File: src/rtl/mc_pkg.sv
// Shared encodings for the multi-cycle control FSM: states, opcodes, functs,
// ALU operation codes and datapath mux selects.
package mc_pkg;

  typedef enum logic [3:0] {
    S_FETCH     = 4'd0,
    S_DECODE    = 4'd1,
    S_MEM_ADDR  = 4'd2,
    S_MEM_RD    = 4'd3,
    S_LW_WB     = 4'd4,
    S_MEM_WR    = 4'd5,
    S_R_EXEC    = 4'd6,
    S_R_WB      = 4'd7,
    S_BNE_EXEC  = 4'd8,
    S_XORI_EXEC = 4'd9,
    S_I_WB      = 4'd10,
    S_J_EXEC    = 4'd11,
    S_JAL_EXEC  = 4'd12,
    S_JR_EXEC   = 4'd13,
    S_TRAP      = 4'd14
  } state_t;

  localparam logic [5:0] OP_RTYPE = 6'h00;
  localparam logic [5:0] OP_J     = 6'h02;
  localparam logic [5:0] OP_JAL   = 6'h03;
  localparam logic [5:0] OP_BNE   = 6'h05;
  localparam logic [5:0] OP_XORI  = 6'h0E;
  localparam logic [5:0] OP_LW    = 6'h23;
  localparam logic [5:0] OP_SW    = 6'h2B;

  localparam logic [5:0] FN_JR  = 6'h08;
  localparam logic [5:0] FN_ADD = 6'h20;
  localparam logic [5:0] FN_SUB = 6'h22;
  localparam logic [5:0] FN_SLT = 6'h2A;

  localparam logic [2:0] ALU_ADD = 3'b000;
  localparam logic [2:0] ALU_SUB = 3'b001;
  localparam logic [2:0] ALU_XOR = 3'b010;
  localparam logic [2:0] ALU_SLT = 3'b011;

  localparam logic [1:0] SRCB_B      = 2'b00;
  localparam logic [1:0] SRCB_FOUR   = 2'b01;
  localparam logic [1:0] SRCB_IMM    = 2'b10;
  localparam logic [1:0] SRCB_BRANCH = 2'b11;

  localparam logic [1:0] DST_RT  = 2'b00;
  localparam logic [1:0] DST_RD  = 2'b01;
  localparam logic [1:0] DST_R31 = 2'b10;

  localparam logic [1:0] M2R_ALUOUT = 2'b00;
  localparam logic [1:0] M2R_MDR    = 2'b01;
  localparam logic [1:0] M2R_PC     = 2'b10;

  localparam logic [1:0] PCS_ALU    = 2'b00;
  localparam logic [1:0] PCS_ALUOUT = 2'b01;
  localparam logic [1:0] PCS_JUMP   = 2'b10;
  localparam logic [1:0] PCS_REG    = 2'b11;

endpackage

File: src/rtl/mc_decode.sv
// Combinational opcode/funct dispatch for DECODE plus the R-type ALU control
// decode; an unsupported encoding dispatches to FETCH and flags illegal.
module mc_decode
  import mc_pkg::*;
(
  input  logic [5:0] opcode,
  input  logic [5:0] funct,
  output state_t     dispatch,
  output logic       illegal,
  output logic [2:0] r_alu_op
);

  always_comb begin
    dispatch = S_FETCH;
    illegal  = 1'b0;
    r_alu_op = ALU_ADD;
    case (opcode)
      OP_LW, OP_SW: dispatch = S_MEM_ADDR;
      OP_J:         dispatch = S_J_EXEC;
      OP_JAL:       dispatch = S_JAL_EXEC;
      OP_BNE:       dispatch = S_BNE_EXEC;
      OP_XORI:      dispatch = S_XORI_EXEC;
      OP_RTYPE: begin
        case (funct)
          FN_ADD: begin dispatch = S_R_EXEC; r_alu_op = ALU_ADD; end
          FN_SUB: begin dispatch = S_R_EXEC; r_alu_op = ALU_SUB; end
          FN_SLT: begin dispatch = S_R_EXEC; r_alu_op = ALU_SLT; end
          FN_JR:  dispatch = S_JR_EXEC;
          default: illegal = 1'b1;
        endcase
      end
      default: illegal = 1'b1;
    endcase
  end

endmodule

File: src/rtl/multicycle_control.sv
// Main control FSM for the multi-cycle MIPS-subset CPU (Moore outputs except
// pc_we in BNE_EXEC). MC_ILLEGAL_TRAP_EN: illegal instructions lock in TRAP.
//
// state      | meaning
// FETCH      | read instruction, PC <= PC+4
// DECODE     | load A/B, ALUOut <= branch target, dispatch
// MEM_ADDR   | ALUOut <= A + sext(imm)
// MEM_RD     | MDR <= mem[ALUOut]
// LW_WB      | rt <= MDR
// MEM_WR     | mem[ALUOut] <= B
// R_EXEC     | ALUOut <= A op B
// R_WB       | rd <= ALUOut
// BNE_EXEC   | compare A,B; PC <= ALUOut if not equal
// XORI_EXEC  | ALUOut <= A ^ zext(imm)
// I_WB       | rt <= ALUOut
// J_EXEC     | PC <= jump target
// JAL_EXEC   | PC <= jump target, r31 <= PC
// JR_EXEC    | PC <= A
// TRAP       | locked after illegal instruction (trap build only)
module multicycle_control
  import mc_pkg::*;
#(
  parameter logic [3:0] RESET_STATE = 4'd0
) (
  input  logic       clk,
  input  logic       rst_n,
  input  logic [5:0] opcode,
  input  logic [5:0] funct,
  input  logic       alu_zero,
  output logic       ir_we,
  output logic       pc_we,
  output logic       mem_we,
  output logic       iord,
  output logic       ab_we,
  output logic       aluout_we,
  output logic       mdr_we,
  output logic       reg_we,
  output logic       alu_src_a,
  output logic [1:0] alu_src_b,
  output logic       ext_sel,
  output logic [2:0] alu_op,
  output logic [1:0] reg_dst,
  output logic [1:0] mem_to_reg,
  output logic [1:0] pc_src,
  output logic [3:0] state_o,
  output logic       illegal
);

  state_t     state, state_nxt;
  state_t     dispatch;
  logic       dec_illegal;
  logic [2:0] r_alu_op;
  logic       ir_we_c, pc_we_c, mem_we_c, ab_we_c, aluout_we_c, mdr_we_c, reg_we_c;

  mc_decode u_decode (
    .opcode   (opcode),
    .funct    (funct),
    .dispatch (dispatch),
    .illegal  (dec_illegal),
    .r_alu_op (r_alu_op)
  );

  always_ff @(posedge clk or negedge rst_n) begin
    if (!rst_n) begin
      state   <= state_t'(RESET_STATE);
      illegal <= 1'b0;
    end else begin
      state <= state_nxt;
      if (state == S_DECODE && dec_illegal) illegal <= 1'b1;
    end
  end

  always_comb begin
    state_nxt   = S_FETCH;
    ir_we_c     = 1'b0;
    pc_we_c     = 1'b0;
    mem_we_c    = 1'b0;
    ab_we_c     = 1'b0;
    aluout_we_c = 1'b0;
    mdr_we_c    = 1'b0;
    reg_we_c    = 1'b0;
    iord        = 1'b0;
    alu_src_a   = 1'b0;
    alu_src_b   = SRCB_B;
    ext_sel     = 1'b0;
    alu_op      = ALU_ADD;
    reg_dst     = DST_RT;
    mem_to_reg  = M2R_ALUOUT;
    pc_src      = PCS_ALU;
    case (state)
      S_FETCH: begin
        ir_we_c   = 1'b1;
        pc_we_c   = 1'b1;
        alu_src_b = SRCB_FOUR;
        state_nxt = S_DECODE;
      end
      S_DECODE: begin
        ab_we_c     = 1'b1;
        aluout_we_c = 1'b1;
        alu_src_b   = SRCB_BRANCH;
`ifdef MC_ILLEGAL_TRAP_EN
        state_nxt   = dec_illegal ? S_TRAP : dispatch;
`else
        state_nxt   = dispatch;
`endif
      end
      S_MEM_ADDR: begin
        alu_src_a   = 1'b1;
        alu_src_b   = SRCB_IMM;
        aluout_we_c = 1'b1;
        state_nxt   = (opcode == OP_LW) ? S_MEM_RD : S_MEM_WR;
      end
      S_MEM_RD: begin
        iord      = 1'b1;
        mdr_we_c  = 1'b1;
        state_nxt = S_LW_WB;
      end
      S_LW_WB: begin
        reg_we_c   = 1'b1;
        mem_to_reg = M2R_MDR;
      end
      S_MEM_WR: begin
        iord     = 1'b1;
        mem_we_c = 1'b1;
      end
      S_R_EXEC: begin
        alu_src_a   = 1'b1;
        alu_op      = r_alu_op;
        aluout_we_c = 1'b1;
        state_nxt   = S_R_WB;
      end
      S_R_WB: begin
        reg_we_c = 1'b1;
        reg_dst  = DST_RD;
      end
      S_BNE_EXEC: begin
        alu_src_a = 1'b1;
        alu_op    = ALU_SUB;
        pc_src    = PCS_ALUOUT;
        pc_we_c   = !alu_zero;
      end
      S_XORI_EXEC: begin
        alu_src_a   = 1'b1;
        alu_src_b   = SRCB_IMM;
        ext_sel     = 1'b1;
        alu_op      = ALU_XOR;
        aluout_we_c = 1'b1;
        state_nxt   = S_I_WB;
      end
      S_I_WB: reg_we_c = 1'b1;
      S_J_EXEC: begin
        pc_src  = PCS_JUMP;
        pc_we_c = 1'b1;
      end
      // PC already holds PC+4 here, so r31 captures the return address.
      S_JAL_EXEC: begin
        pc_src     = PCS_JUMP;
        pc_we_c    = 1'b1;
        reg_we_c   = 1'b1;
        reg_dst    = DST_R31;
        mem_to_reg = M2R_PC;
      end
      S_JR_EXEC: begin
        pc_src  = PCS_REG;
        pc_we_c = 1'b1;
      end
`ifdef MC_ILLEGAL_TRAP_EN
      S_TRAP: state_nxt = S_TRAP;
`endif
      default: state_nxt = S_FETCH;
    endcase
  end

  // Enables are gated by rst_n so nothing can write after the reset edge.
  assign ir_we     = ir_we_c     & rst_n;
  assign pc_we     = pc_we_c     & rst_n;
  assign mem_we    = mem_we_c    & rst_n;
  assign ab_we     = ab_we_c     & rst_n;
  assign aluout_we = aluout_we_c & rst_n;
  assign mdr_we    = mdr_we_c    & rst_n;
  assign reg_we    = reg_we_c    & rst_n;
  assign state_o   = state;

endmodule
File: config.mk
export PLATFORM = sky130hd
export DESIGN_NAME = multicycle_control
export DESIGN_NICKNAME = d
export VERILOG_FILES = /design/src/rtl/mc_pkg.sv /design/src/rtl/mc_decode.sv /design/src/rtl/multicycle_control.sv
export SDC_FILE = /design/constraint.sdc
export NUM_CORES = 1
export LEC_CHECK = 0
export CAP_MARGIN = 20
export CORE_MARGIN = 1.5
export CORE_UTILIZATION = 30
export CTS_CLUSTER_DIAMETER = 50
export DETAILED_ROUTE_END_ITERATION = 10
export PLACE_DENSITY = 0.7
export SETUP_SLACK_MARGIN = 0.4
export SLEW_MARGIN = 20
export SYNTH_ARGS = -nofsm -noshare
export SYNTH_HDL_FRONTEND = slang
export SYNTH_SLANG_ARGS = --single-unit
File: constraint.sdc
create_clock -name clk -period 1.15 [get_ports clk]
set_input_delay 0.115 -clock clk [delete_from_list [all_inputs] [get_ports clk]]
set_output_delay 0.115 -clock clk [all_outputs]
set_load 0.05 [all_outputs]
### After elaboration in Yosys (flattened, before gate mapping)

Index checks and enable logic that the tools add are counted.

| word-level totals | value |
|---|---|
| register bits after elaboration | 5 |
| latch bits | 0 |
| memory bits (writable) | 0 |
| bits in read-only memories | 0 |
| input port bits | 15 |
| output and inout port bits | 26 |
| word-level logic and storage cells | 70 |
| memories | 0 |

| operators by class | value |
|---|---|
| add/sub/neg operators | 0 |
| multiply operators | 0 |
| divide/modulo/power cells | 0 |
| order comparisons | 0 |
| equal/unequal tests | 23 |
| shift operators | 0 |
| mux-type cells | 23 |
| bitwise gates (word level) | 7 |
| reductions and logical operators | 15 |

Operators by type and width:

| operator | number |
|---|---|
| case mux 4 bit (6 select lines) | 2 |
| == test 6 bit, second input constant | 5 |
| == test 4 bit, second input constant | 6 |
| OR reduction 4 bit | 5 |
| == test 4 x 3 -> 1 bit, second input constant | 4 |
| == test 6 x 2 -> 1 bit, second input constant | 2 |
| == test 6 x 4 -> 1 bit, second input constant | 2 |
| case mux 2 bit (2 select lines) | 3 |
| case mux 2 bit (3 select lines) | 2 |
| 2-to-1 mux 1 bit | 10 |
| case mux 3 bit (3 select lines) | 1 |
| == test 4 x 2 -> 1 bit, second input constant | 2 |
| case mux 4 bit (2 select lines) | 1 |
| OR reduction 2 bit | 4 |
| AND 1 bit | 7 |
| == test 6 x 3 -> 1 bit, second input constant | 1 |
| logical NOT 6 bit | 1 |
| 2-to-1 mux 3 bit | 2 |
| OR reduction 6 bit | 1 |
| == test 4 x 1 -> 1 bit, second input constant | 1 |
| logical NOT 4 bit | 1 |
| case mux 1 bit (2 select lines) | 2 |
| OR reduction 3 bit | 1 |
| logical AND 1 bit | 1 |
| logical NOT 1 bit | 1 |

### Longest topological paths before layout

Gate-level depths: netlist of the first run.

| depth | value |
|---|---|
| depth after elaboration | 5 |
| mapped depth | 6 |
| depth with buffers taken out | 4 |

### Hierarchy

From an unflattened synthesis of the first run, not the netlist that was laid out.

| unflattened totals | value |
|---|---|
| cells, all modules | 113 |
| area, all modules | 814.5 um^2 |

Modules (own cells, without submodules):

| module | instances | cells each | area each (um^2) | sequential area each (um^2) |
|---|---|---|---|---|
| multicycle_control | 1 | 70 | 571.8 | 125.1 |
| mc_decode | 1 | 43 | 242.7 | 0.0 |

### Worst setup path after synthesis of the first run

OpenSTA, ideal clock, no wires.

| timing path | value |
|---|---|
| path type | flip-flop to output port |
| from | register state[0] (netlist: state_o[0]) |
| to | output port aluout_we |
| arrival | 2773 ps |
| data required time | 1035 ps |
| slack | -1738 ps |
| stages on the path, launching flop included | 5 |
| path buffers | 0 |
| path through | dfrtp_1 > nand2b_1 > nor2_1 > inv_1 > a31oi_1 |

| between the ends | value |
|---|---|
| cells in the longest elaborated chain, start to end | 4 |
| elaborated cells between the ends (all ways) | 7 |
| those cells by class | 4 x eq/ne; 1 x mux; 1 x bitwise; 1 x reduce/logical |

Ends and longest elaborated chain:

| element | line | source |
|---|---|---|
| start, declared | multicycle_control.sv:49 | `state_t state, state_nxt;` |
| start signal, assigned | multicycle_control.sv:65 | `state <= state_t'(RESET_STATE);` |
| start signal, assigned | multicycle_control.sv:68 | `state <= state_nxt;` |
| == test 4 x 1 -> 1 bit, or another cell as far along | multicycle_control.sv:90 | `case (state)` |
| OR reduction 4 bit (no line) (*) | - |  |
| 2-to-1 mux 1 bit (*) | multicycle_control.sv:90 |  |
| AND 1 bit (*) | multicycle_control.sv:179 | `assign aluout_we = aluout_we_c & rst_n;` |
| end, declared | multicycle_control.sv:35 | `output logic aluout_we,` |

Every way passes the cells marked *; elsewhere a longest branch is shown, timed or not.

### Final worst setup path of the first run

| timing path | value |
|---|---|
| from | register state[3] (netlist: state_o[3]) |
| to | output port pc_we |

| between the ends | value |
|---|---|
| cells in the longest elaborated chain, start to end | 4 |
| elaborated cells between the ends (all ways) | 8 |
| those cells by class | 4 x eq/ne; 1 x mux; 1 x bitwise; 2 x reduce/logical |

Ends and longest elaborated chain:

| element | line | source |
|---|---|---|
| == test 4 bit or logical NOT 4 bit (tied branches) | multicycle_control.sv:90 |  |
| OR reduction 4 bit (no line) | - |  |
| case mux 1 bit (2 select lines) (*) | multicycle_control.sv:90 |  |
| AND 1 bit (*) | multicycle_control.sv:176 | `assign pc_we = pc_we_c & rst_n;` |
| end, declared | multicycle_control.sv:31 | `output logic pc_we,` |

Marked as above.

==> results of run 1 <==
Yosys cell counts, drive strengths merged (3+ instances only):
library cell | instances | area [um^2]
or3 | 4 | 25.02
nor2 | 12 | 45.04
nand2 | 9 | 33.78
nand2b | 8 | 50.05
a21oi | 3 | 15.01
nor4b | 3 | 32.53
a31oi | 3 | 18.77
inv | 5 | 18.77
dfrtp | 5 | 125.1
buf | 8 | 51.29
a211oi | 3 | 27.52
nor3 | 7 | 35.03
o21ai | 5 | 25.02
nor4 | 3 | 18.77
registers in the layout, summed over array words and instances, names as in the netlist:
name,count
illegal,1
state_o,4
final timing paths:
| check | start | end | slack (ps) | depth (start not counted) |
|---|---|---|---|---|
| min in group clk | opcode[0] | state_o[2] | 290 | 3 |
| max | state_o[3] | pc_we | -720 | 5 |
| max in group asynchronous | rst_n | state_o[2] | 830 | 2 |
| max reg2reg | state_o[1] | state_o[1] | -440 | 5 |
| min reg2reg | illegal | illegal | 640 | 2 |
| min | rst_n | state_o[0] | 190 | 2 |
power by group:
part | switching [uW] | internal [uW] | total [uW]
Clock | 115 | 128 | 243
Combinational | 1480 | 1480 | 2950
Sequential | 86.6 | 221 | 308
Total | 1680 | 1830 | 3500
through the flow:
stage	setup TNS (ps)	cell area [um^2]	setup slack (ps)	hold slack [ps]
3_5_place_dp	-7807	1769	-493.2	435.5
4_1_cts	-10510	1891	-591.8	172.1
2_1_floorplan	-9343	953.4	-581.9	-180.6
5_1_grt	-13770	2126	-749.1	199.9
3_3_place_gp	-7048	1769	-458.1	414.1
6_report	-12860	2126	-719.0	192.4
cells by family (layout without fill, tap and decap cells):
| kind of cell | Yosys count | in the layout |
|---|---|---|
| simple gates | 54 | 54 |
| other cells | 1 | 1 |
| compound gates | 22 | 22 |
| mux | 2 | 2 |
| flops | 5 | 5 |
| buf+inv | 15 | 92 |
| xor+xnor | 4 | 4 |
cell type report:
cell class,instances,area share (%)
multi-input cells,83,40.49
well taps,28,1.648
clock buffers,3,1.059
flip-flops and latches,5,6.357
repair buffers,83,49.03
clock inverters,1,0.2354
inverters,5,1.177
repair_timing:
action / in CTS / in global routing
setup endpoints to repair: 30 / 30
pin swaps: 11 / 19
setup buffers: 3 / 10
resized for setup: 27 / 52
metal layers:
layer | wire length (um) | track usage [%] | up-vias
met5 | 0 | 0 | -
met4 | 325 | 11.40 | 0
met3 | 438 | 5.460 | 40
met2 | 2583 | 50.43 | 117
met1 | 1836 | 25.62 | 615
li1 | - | - | 519
worst max-delay path: stages (launching register included):
cell	delay, ps
dfrtp_2	450
mux2_2	380
o21a_1	180
o22a_1	200
nor2_4	120
buf_12	150
==> impl_results.md, run 1 <==
* Seq/Total Area, Yosys at 17.67%
* Xor/xnor share of the synthesized area at 4.947%
* Compound-gate portion of the synthesized area at 21.20%
* Syn_nets at 118
* Die H at 51.59 um
* Gpl congestion at 0.8545
* Routed WL at 5184 um
* Final setup skew at 2.486 ps
* Max Cap Viol at 0
* Post-Place Cells at 191
* Fillers at 37
* N_diodes at 0
* Post-synth EDFFs at 0
* Adder-cell share of the synthesized area at 0%
* Setup CP Type: reg2out
* Max Freq at 535.0 MHz
* DRC viols at 0
* Share of synthesized registers carrying an async set or reset at 100.0%
* Fin crit share at 162.5%
* Clk Latency, worst-skew pair at 270 ps
* Failing checks: setup timing
* Hold Buf Count CTS at 0
* Vias in the first global route at 1153
* Largest net degree at the start of global routing at 15
* Critical path launch point type: flip-flop
* RSZ-0062 raised after global routing: true
* Synth Flop Type: dfrtp_1
* Total number of yosys warnings at 0
* CTS tree: yes
* Simple-gate portion of the synthesized area at 41.52%
* Post-DRT Antenna Nets at 0
* Root buffer cell: clkbuf_4
* Initial Utilization at 32.01%
* Clock buffer depth at 2
* Hpwl dp at 2302 um
* Pwr Density at 1649 mW/mm^2
* Main combinational cell family by area after synthesis: simple AND/OR/NAND/NOR gates
* H-tree depth at 1
* First-pass GRT wire length at 5085 um
* Global-route usage over all layers at 25.79%
* 1st-iter DRT viols at 44
* WP data arrival at 1750 ps
* Die W at 51.59 um
* Required time of the worst setup path at 1030 ps
* Drt first pass iters at 4
* Share of layout cells above drive strength 1 at 73.33%
* Pins Over Slew Limit at 0
* Post-synthesis cell area at 708.2 um^2
* Seq cells post-synth at 5
* Run status: finished with violations
* VDD IR max at 0.001531 V
* FF/Latch Area at 135.1 um^2
* Post-route setup slack at -719.0 ps
* Fin nets at 196
* Cell Rows at 17
* Total Power at 3505 uW
* Number of clock sinks at 5
* Syn Area/Cell at 6.876 um^2
* CTS buffer count at 3
* IO buf count at 39
* WL/cell at 24.92 um
* Initial antenna violation count at 0
* Area of the multi-input gates at 860.8 um^2
* Hold crit path type: in2async
* Most frequent cells in the layout: buf_12 (27), buf_4 (26), buf_6 (16)
* Area growth, synth to finish at 200.2%
* # IOs at 41
* Core ar. at 0.002212 mm^2
* CTS clk-pin slew, worst paths at 60 ps
* Final hold vios at 0
* Leak pwr at 0.0008655 uW
* Total grt overflow at 0
* Mux cell area share after synthesis at 3.180%
* Mapped Cells at 103
* Die ar. at 0.002661 mm^2
* Final non-filler cell total at 208
* Final core utilization at 96.10%
* Synth cell types at 39
* Final min period at 1869 ps
* Critical path capture point type: output pin
* Commonest non-fill, non-tap cell in the layout: buf_12
* Final setup vio count at 29
* Maximum fanout along the worst path at 6
* Vias at 1291
* Routed vias/inst at 6.207
Note: power is estimated with default switching activity, not from simulation.
==> run 2: changes to the inputs <==
Settings changed: CORE_UTILIZATION 30 to 34, PLACE_DENSITY 0.7 to 0.78.
==> impl_results.md, run 2 <==
* Post-synthesis cell area at 708.2 um^2 (unchanged)
* Die H at 48.64 um (-5.7%)
* Root buffer cell: clkbuf_4
* Die W at 48.64 um (-5.7%)
* Failing step: 4_1_cts
* Clock buffer depth at 2 (unchanged)
* Syn_nets at 118 (unchanged)
* CTS buffer count at 3 (unchanged)
* Leading area contributor after synthesis: dfrtp_1
* Mapped Cells at 103 (unchanged)
* Number of clock sinks at 5 (unchanged)
* Share of synthesized registers carrying an async set or reset at 100.0% (unchanged)
* IO buf count at 39 (unchanged)
* Seq cells post-synth at 5 (unchanged)
* Post-synth top area share at 17.67% (unchanged)
* Most frequent cell after synthesis: nor2_1
* Run status: did not finish
* Cell Rows at 16 (-1)
* # Post-CTS Setup Buffers at 9 (+6)
* Gpl congestion at 0.8811 (+3.1%)
* Syn Area/Cell at 6.876 um^2 (unchanged)
* Initial Utilization at 36.10% (+4.1 points)
* Commonest cells in the netlist: nor2_1 (12), nand2_1 (9), nand2b_1 (8)
* CTS resizes at 44 (+63%)
* Synth Flop Type: dfrtp_1
* H-tree depth at 1 (unchanged)
* Post-synth EDFFs at 0 (unchanged)
* Seq/Total Area, Yosys at 17.67% (unchanged)
* Hold Buf Count CTS at 0 (unchanged)
* First Err: [ERROR DPL-0038] Utilization greater than 100%, impossible to legalize
* # IOs at 41 (unchanged)
* Total number of yosys warnings at 0 (unchanged)
* Hpwl dp at 2974 um (+29%)
* Synth cell types at 39 (unchanged)
* Top post-synthesis cells by area: dfrtp_1 (18%), nand2b_1 (7.1%), nor2_1 (6.4%)
* Pre-CTS setup slack at -551.5 ps (-58.28 ps)
[run 2: cell counts after synthesis]
No cell type changed its count.
[run 2: cells by family after synthesis]
group | after synthesis | share of synthesized area (%)
xor gates and xnor gates | 4 | 4.948
DFF | 5 | 17.67
AOI/OAI and AO/OA | 22 | 21.20
muxes | 2 | 3.180
other | 1 | 0.5295
buffers and inverters | 15 | 10.95
and+or+nand+nor | 54 | 41.52
[run 2: through the flow]
step,cell area [um^2],instances,utilization (%),setup TNS [ps],hold slack (ps)
global placement,1763,191,89.86,-6991,413.2
floorplan,953.4,103,-,-9343,-180.6
detailed placement,1763,191,89.86,-8665,438.4
==> run 3: changes to the inputs <==
Settings changed: CORE_AREA from default to 2 2 63 65, CORE_MARGIN 1.5 to default, CORE_UTILIZATION 34 to default, CTS_CLUSTER_DIAMETER 50 to default, DIE_AREA from default to 0 0 65 67, PLACE_DENSITY 0.78 to default, PLACE_DENSITY_LB_ADDON from default to 0.15, SETUP_SLACK_MARGIN 0.4 to default.
Clock period 1.15 ns to 1.5 ns, I/O delays scaled along.
==> impl_results.md, run 3 (synthesis gave the netlist of run 1 again) <==
* Run status: finished with violations
* Failing checks: setup timing
* Fin nets at 192
* Final setup vio count at 18
* Internal Power at 1250 uW
* Setup CP Type: reg2out
* Vias in the first global route at 980
* Number of clock sinks at 5 (unchanged)
* Clk Latency, worst-skew pair at 210 ps
* N_diodes at 0
* Final core utilization at 56.42%
* Fin crit share at 116.8%
* Vias at 1007
* Combinational fraction of design power at 80.1%
* Commonest non-fill, non-tap cell in the layout: buf_4
* Final non-filler cell total at 224
* Die H at 67 um (+38%)
* Switching share of power at 45.18%
* Post-Place Cells at 210 (+9.9%)
* Max Freq at 571.0 MHz
* Sequential share of power at 9.4%
* Critical R2R Launch: state_o[1]
* Grt met1 use at 16.09%
* Routed WL at 2733 um
* Reg2Reg Depth at 4
* P_sw at 1030 uW
* Hold Buf Count CTS at 0 (unchanged)
* Area post-placement at 0.001745 mm^2 (-0.99%)
* Area growth, synth to finish at 187.3%
* 1st-iter DRT viols at 18
* CTS tree: yes
* Post-route setup slack at -251.3 ps
* Initial Utilization at 19.64% (-16 points)
* Fillers at 311
* WL/cell at 12.20 um
* H-tree depth at 1 (unchanged)
* Critical path capture point type: output pin
* Largest net degree at the start of global routing at 14
* Leak pwr at 0.0008223 uW
* Pins Over Slew Limit at 0
* Most frequent cells in the layout: buf_4 (35), buf_12 (26), clkdlybuf4s50_1 (9)
* Die ar. at 0.004355 mm^2
* First-pass GRT wire length at 4464 um
* R2R Path End: state_o[1]
* M2 GR Usage at 23.58%
* FF-to-FF setup slack at 0 ps
* Hpwl dp at 2172 um (-27%)
* Final min period at 1751 ps
* Pwr Density at 1121 mW/mm^2
* Sum Neg Setup Slack at -2415 ps
* Initial antenna violation count at 0
* Die W at 65 um (+34%)
* Gpl congestion at 0.7688 (-13%)
* Post-DRT Antenna Nets at 0
* VDD IR max at 0.0006900 V
* Maximum fanout along the worst path at 7
* Clock buffer depth at 2 (unchanged)
* Busiest layer in global routing: met2
* Met3 Usage GRT at 1.182%
* Routed vias/inst at 4.496
* IO buf count at 39 (unchanged)
* Cell Rows at 22 (+6)
* Clock power frac at 10.5%
* Critical path launch point type: flip-flop
* Root buffer cell: clkbuf_8
* WP data arrival at 1600 ps
* Max reg flops at 4
* Total Power at 2280 uW
* RSZ-0062 raised after global routing: true
* Share of layout cells above drive strength 1 at 65.34%
* Final setup skew at 0.1036 ps
* Core ar. at 0.003606 mm^2
* Max Cap Viol at 0
* Required time of the worst setup path at 1350 ps
* Drt first pass iters at 4
* # IOs at 41 (unchanged)
* CTS buffer count at 3 (unchanged)
* Global-route usage over all layers at 12.54%
* DRC viols at 0
* Hold crit path type: in2async
* CTS clk-pin slew, worst paths at 30 ps
* Finished Cell Area at 0.002034 mm^2
* Final hold vios at 0
* Total grt overflow at 0
==> run 3: worst max path at each step <==
stage                from         end  slack, ps  depth (start not counted)
2_1_floorplan  state_o[2]      reg_we       -270                          3
3_3_place_gp    opcode[0]  state_o[1]       -170                          5
3_5_place_dp    opcode[1]  state_o[3]       -200                          6
4_1_cts        state_o[2]       pc_we       -260                          5
5_1_grt        state_o[2]       pc_we       -320                          5
6_report       state_o[2]       pc_we       -250                          5
==> run 3: area by class of cell <==
class | instances | area, um^2 | share of cell area (%)
clock buffers | 4 | 45.04 | 2.214
inverters | 5 | 25.02 | 1.230
multi-input cells | 83 | 798.3 | 39.24
flip-flops and latches | 5 | 132.6 | 6.519
well taps | 48 | 60.06 | 2.952
repair buffers | 79 | 973.4 | 47.85
==> run 3: metal layers <==
metal	vias to the layer above	share of wire (%)
met5	-	0
met3	0	3.4
met4	0	0
met2	20	52
li1	510	-
met1	477	44
==> run 3: worst max-delay path, cell delays in order (launching register included) <==
cell	delay, ps
dfrtp_4	490
mux2_2	270
o21a_1	170
o22a_1	200
nor2_4	110
buf_12	140
==> run 3: repair_timing <==
action	CTS	global route
resized for setup	32	10
buffers inserted	9	3
setup endpoints to repair	19	25
pin swaps	10	7
cloned	0	0
==> run 3: power by group through the flow <==
| stage | clock (uW) | combinational, uW | sequential [uW] |
|---|---|---|---|
| detailed placement | 0 | 1630 | 219 |
| finish | 240 | 1830 | 214 |
| floorplan | 0 | 810 | 288 |
| CTS | 244 | 1800 | 211 |
| global route | 250 | 1910 | 219 |
| global placement | 0 | 1630 | 218 |
==> run 3: metrics by stage <==
| stage | hold slack (ps) | worst slack, ps |
|---|---|---|
| finish | 263.0 | -251.3 |
| floorplan | -145.6 | -266.9 |
| global placement | 462.8 | -166.5 |
| CTS | 250.1 | -257.6 |
| detailed placement | 475.3 | -199.5 |
| global route | 294.4 | -315.1 |
==> run 4: changes to the inputs <==
Settings changed: CORE_AREA 2 2 63 65 to 4 4 65 67, DIE_AREA 0 0 65 67 to 0 0 69 71.
==> impl_results.md, run 4 (synthesis gave the netlist of run 1 again) <==
* Finished Cell Area at 0.002127 mm^2 (+4.6%)
* Failing checks: setup timing
* Internal Power at 1249 uW (about the same)
* Critical path capture point type: output pin
* Largest net degree at the start of global routing at 13 (-1)
* Max Cap Viol at 0 (unchanged)
* N_diodes at 0 (unchanged)
* Core ar. at 0.003633 mm^2 (+0.76%)
* WP data arrival at 1610 ps (about the same)
* Vias in the first global route at 1057 (+7.9%)
* Gpl congestion at 0.7940 (+3.3%)
* VDD IR max at 0.0004773 V (-31%)
* Maximum fanout along the worst path at 6 (-1)
* Fin crit share at 117.6% (+0.80 points)
* Run status: finished with violations
* Area post-placement at 0.001783 mm^2 (+2.2%)
* Drt first pass iters at 4 (unchanged)
* Total Power at 2271 uW (-0.38%)
* Fin nets at 200 (+4.2%)
* Global-route usage over all layers at 11.83% (-0.71 points)
* # IOs at 41 (unchanged)
* Die W at 69 um (+6.2%)
* Total grt overflow at 0 (unchanged)
* Required time of the worst setup path at 1350 ps (about the same)
* Pins Over Slew Limit at 0 (unchanged)
* Post-DRT Antenna Nets at 0 (unchanged)
* Pre-CTS setup slack at -190.9 ps (+8.582 ps)
* Vias at 1048 (+4.1%)
* Area growth, synth to finish at 200.4%
* CTS tree: yes
* First-pass GRT wire length at 4926 um (+10%)
* Leak pwr at 0.0008644 uW (+5.1%)
* Max reg flops at 4 (unchanged)
* Post-route setup slack at -263.3 ps (-11.97 ps)
* Hold_ws at 249.6 ps (-13.36 ps)
* RSZ-0062 raised after global routing: true
* CTS buffer count at 3 (unchanged)
* Switching share of power at 45.01% (-0.17 points)
* Clock buffer depth at 2 (unchanged)
* Pwr Density at 1068 mW/mm^2 (-4.7%)
* WL/cell at 13.04 um (+6.9%)
* Die H at 71 um (+6.0%)
* Root buffer cell: clkbuf_8
* Clk Latency, worst-skew pair at 220 ps (about the same)
* Hpwl dp at 2319 um (+6.8%)
* H-tree depth at 1 (unchanged)
* Cell Rows at 22 (unchanged)
* P_sw at 1022 uW (-0.76%)
* Die ar. at 0.004899 mm^2 (+12%)
* Final non-filler cell total at 232 (+3.6%)
* Sequential share of power at 9.7% (+0.3 points)
* 1st-iter DRT viols at 23 (+5)
* Share of layout cells above drive strength 1 at 65.22% (-0.12 points)
* Final setup vio count at 20 (+2)
* Hold crit path type: in2async
* Final min period at 1763 ps (+11.97 ps)
* Initial Utilization at 19.49% (-0.15 points)
* Final setup skew at 2.186 ps (+2.082 ps)
* Commonest non-fill, non-tap cell in the layout: buf_4
* Setup CP Type: reg2out
* Post-Place Cells at 215 (+2.4%)
* Max Freq at 567.1 MHz (-0.68%)
* Worst setup startpoint: state_o[2]
* Routed vias/inst at 4.517 (+0.48%)
* Routed WL at 3025 um (+11%)
* Critical R2R Launch: state_o[1]
* Initial antenna violation count at 0 (unchanged)
* DRC viols at 0 (unchanged)
* Number of clock sinks at 5 (unchanged)
* Most frequent cells in the layout: buf_4 (38), buf_12 (25), clkdlybuf4s50_1 (10)
* CTS clk-pin slew, worst paths at 30 ps (about the same)
* IO buf count at 39 (unchanged)
* Combinational fraction of design power at 79.6% (-0.5 points)
* Final hold vios at 0 (unchanged)
* Clock power frac at 10.7% (+0.2 points)
* Critical path launch point type: flip-flop
-- run 4: cell count changes in the layout (fill, tap and decap cells not counted), moves of 3 or more --
cell,previous run,this run
buf_4,35,38
nor4_1,3,0
buf_6,3,8
dlygate4sd2_1,3,0
nor4_2,0,3
-- run 4: what timing repair did --
action                     in CTS  in global routing
setup buffers                   8                  6
cloned                          0                  1
hold buffers                    0                  0
gates resized for setup        26                 18
setup endpoints to repair      20                 23
pin swaps                       5                  7
-- run 4: final timing paths --
kind | depth (start not counted) | slack, ps | to
worst max-delay path | 6 | -260 | reg_we
worst min-delay path | 2 | 250 | state_o[0]
worst max register to register | 4 | 10 | state_o[1]
worst min register to register | 1 | 500 | illegal
max in group asynchronous | 2 | 1130 | state_o[2]
min in group clk | 1 | 500 | illegal
-- run 4: critical path, stage by stage, from the launching register on --
cell,delay [ps]
dfrtp_4,440
buf_6,120
buf_6,90
nand2b_4,60
mux2_4,270
a211oi_4,240
buf_12,170
-- run 4: layer usage --
metal / global-route usage [%] / part of all wire [%] / up-vias
met5: 0 / 0 / -
met4: 1.952 / 0 / 0
met3: 1.989 / 3.4 / 0
met2: 23.62 / 58 / 23
met1: 13.12 / 39 / 499
li1: - / - / 526
-- run 4: through the flow --
stage	setup TNS (ps)	util [%]
floorplan	-2890	-
global placement	-1075	49.07
detailed placement	-1387	49.07
CTS	-2841	54.75
global route	-4018	58.54
finish	-2923	58.54
-- run 4: final cells by class --
class	count	area [um^2]
inverters	5	25.02
repair buffers	87	1066
well taps	48	60.06
flip-flops and latches	5	132.6
multi-input cells	83	798.3
fillers	329	1506
clock buffers	4	45.04
-- run 4: power by group through the flow --
stage          Sequential [uW]  Clock, uW  Combinational, uW
6_report                   220        243               1810
5_1_grt                    226        261               1900
4_1_cts                    219        247               1760
3_5_place_dp               220          0               1640
3_3_place_gp               220          0               1640
2_1_floorplan              288          0                810
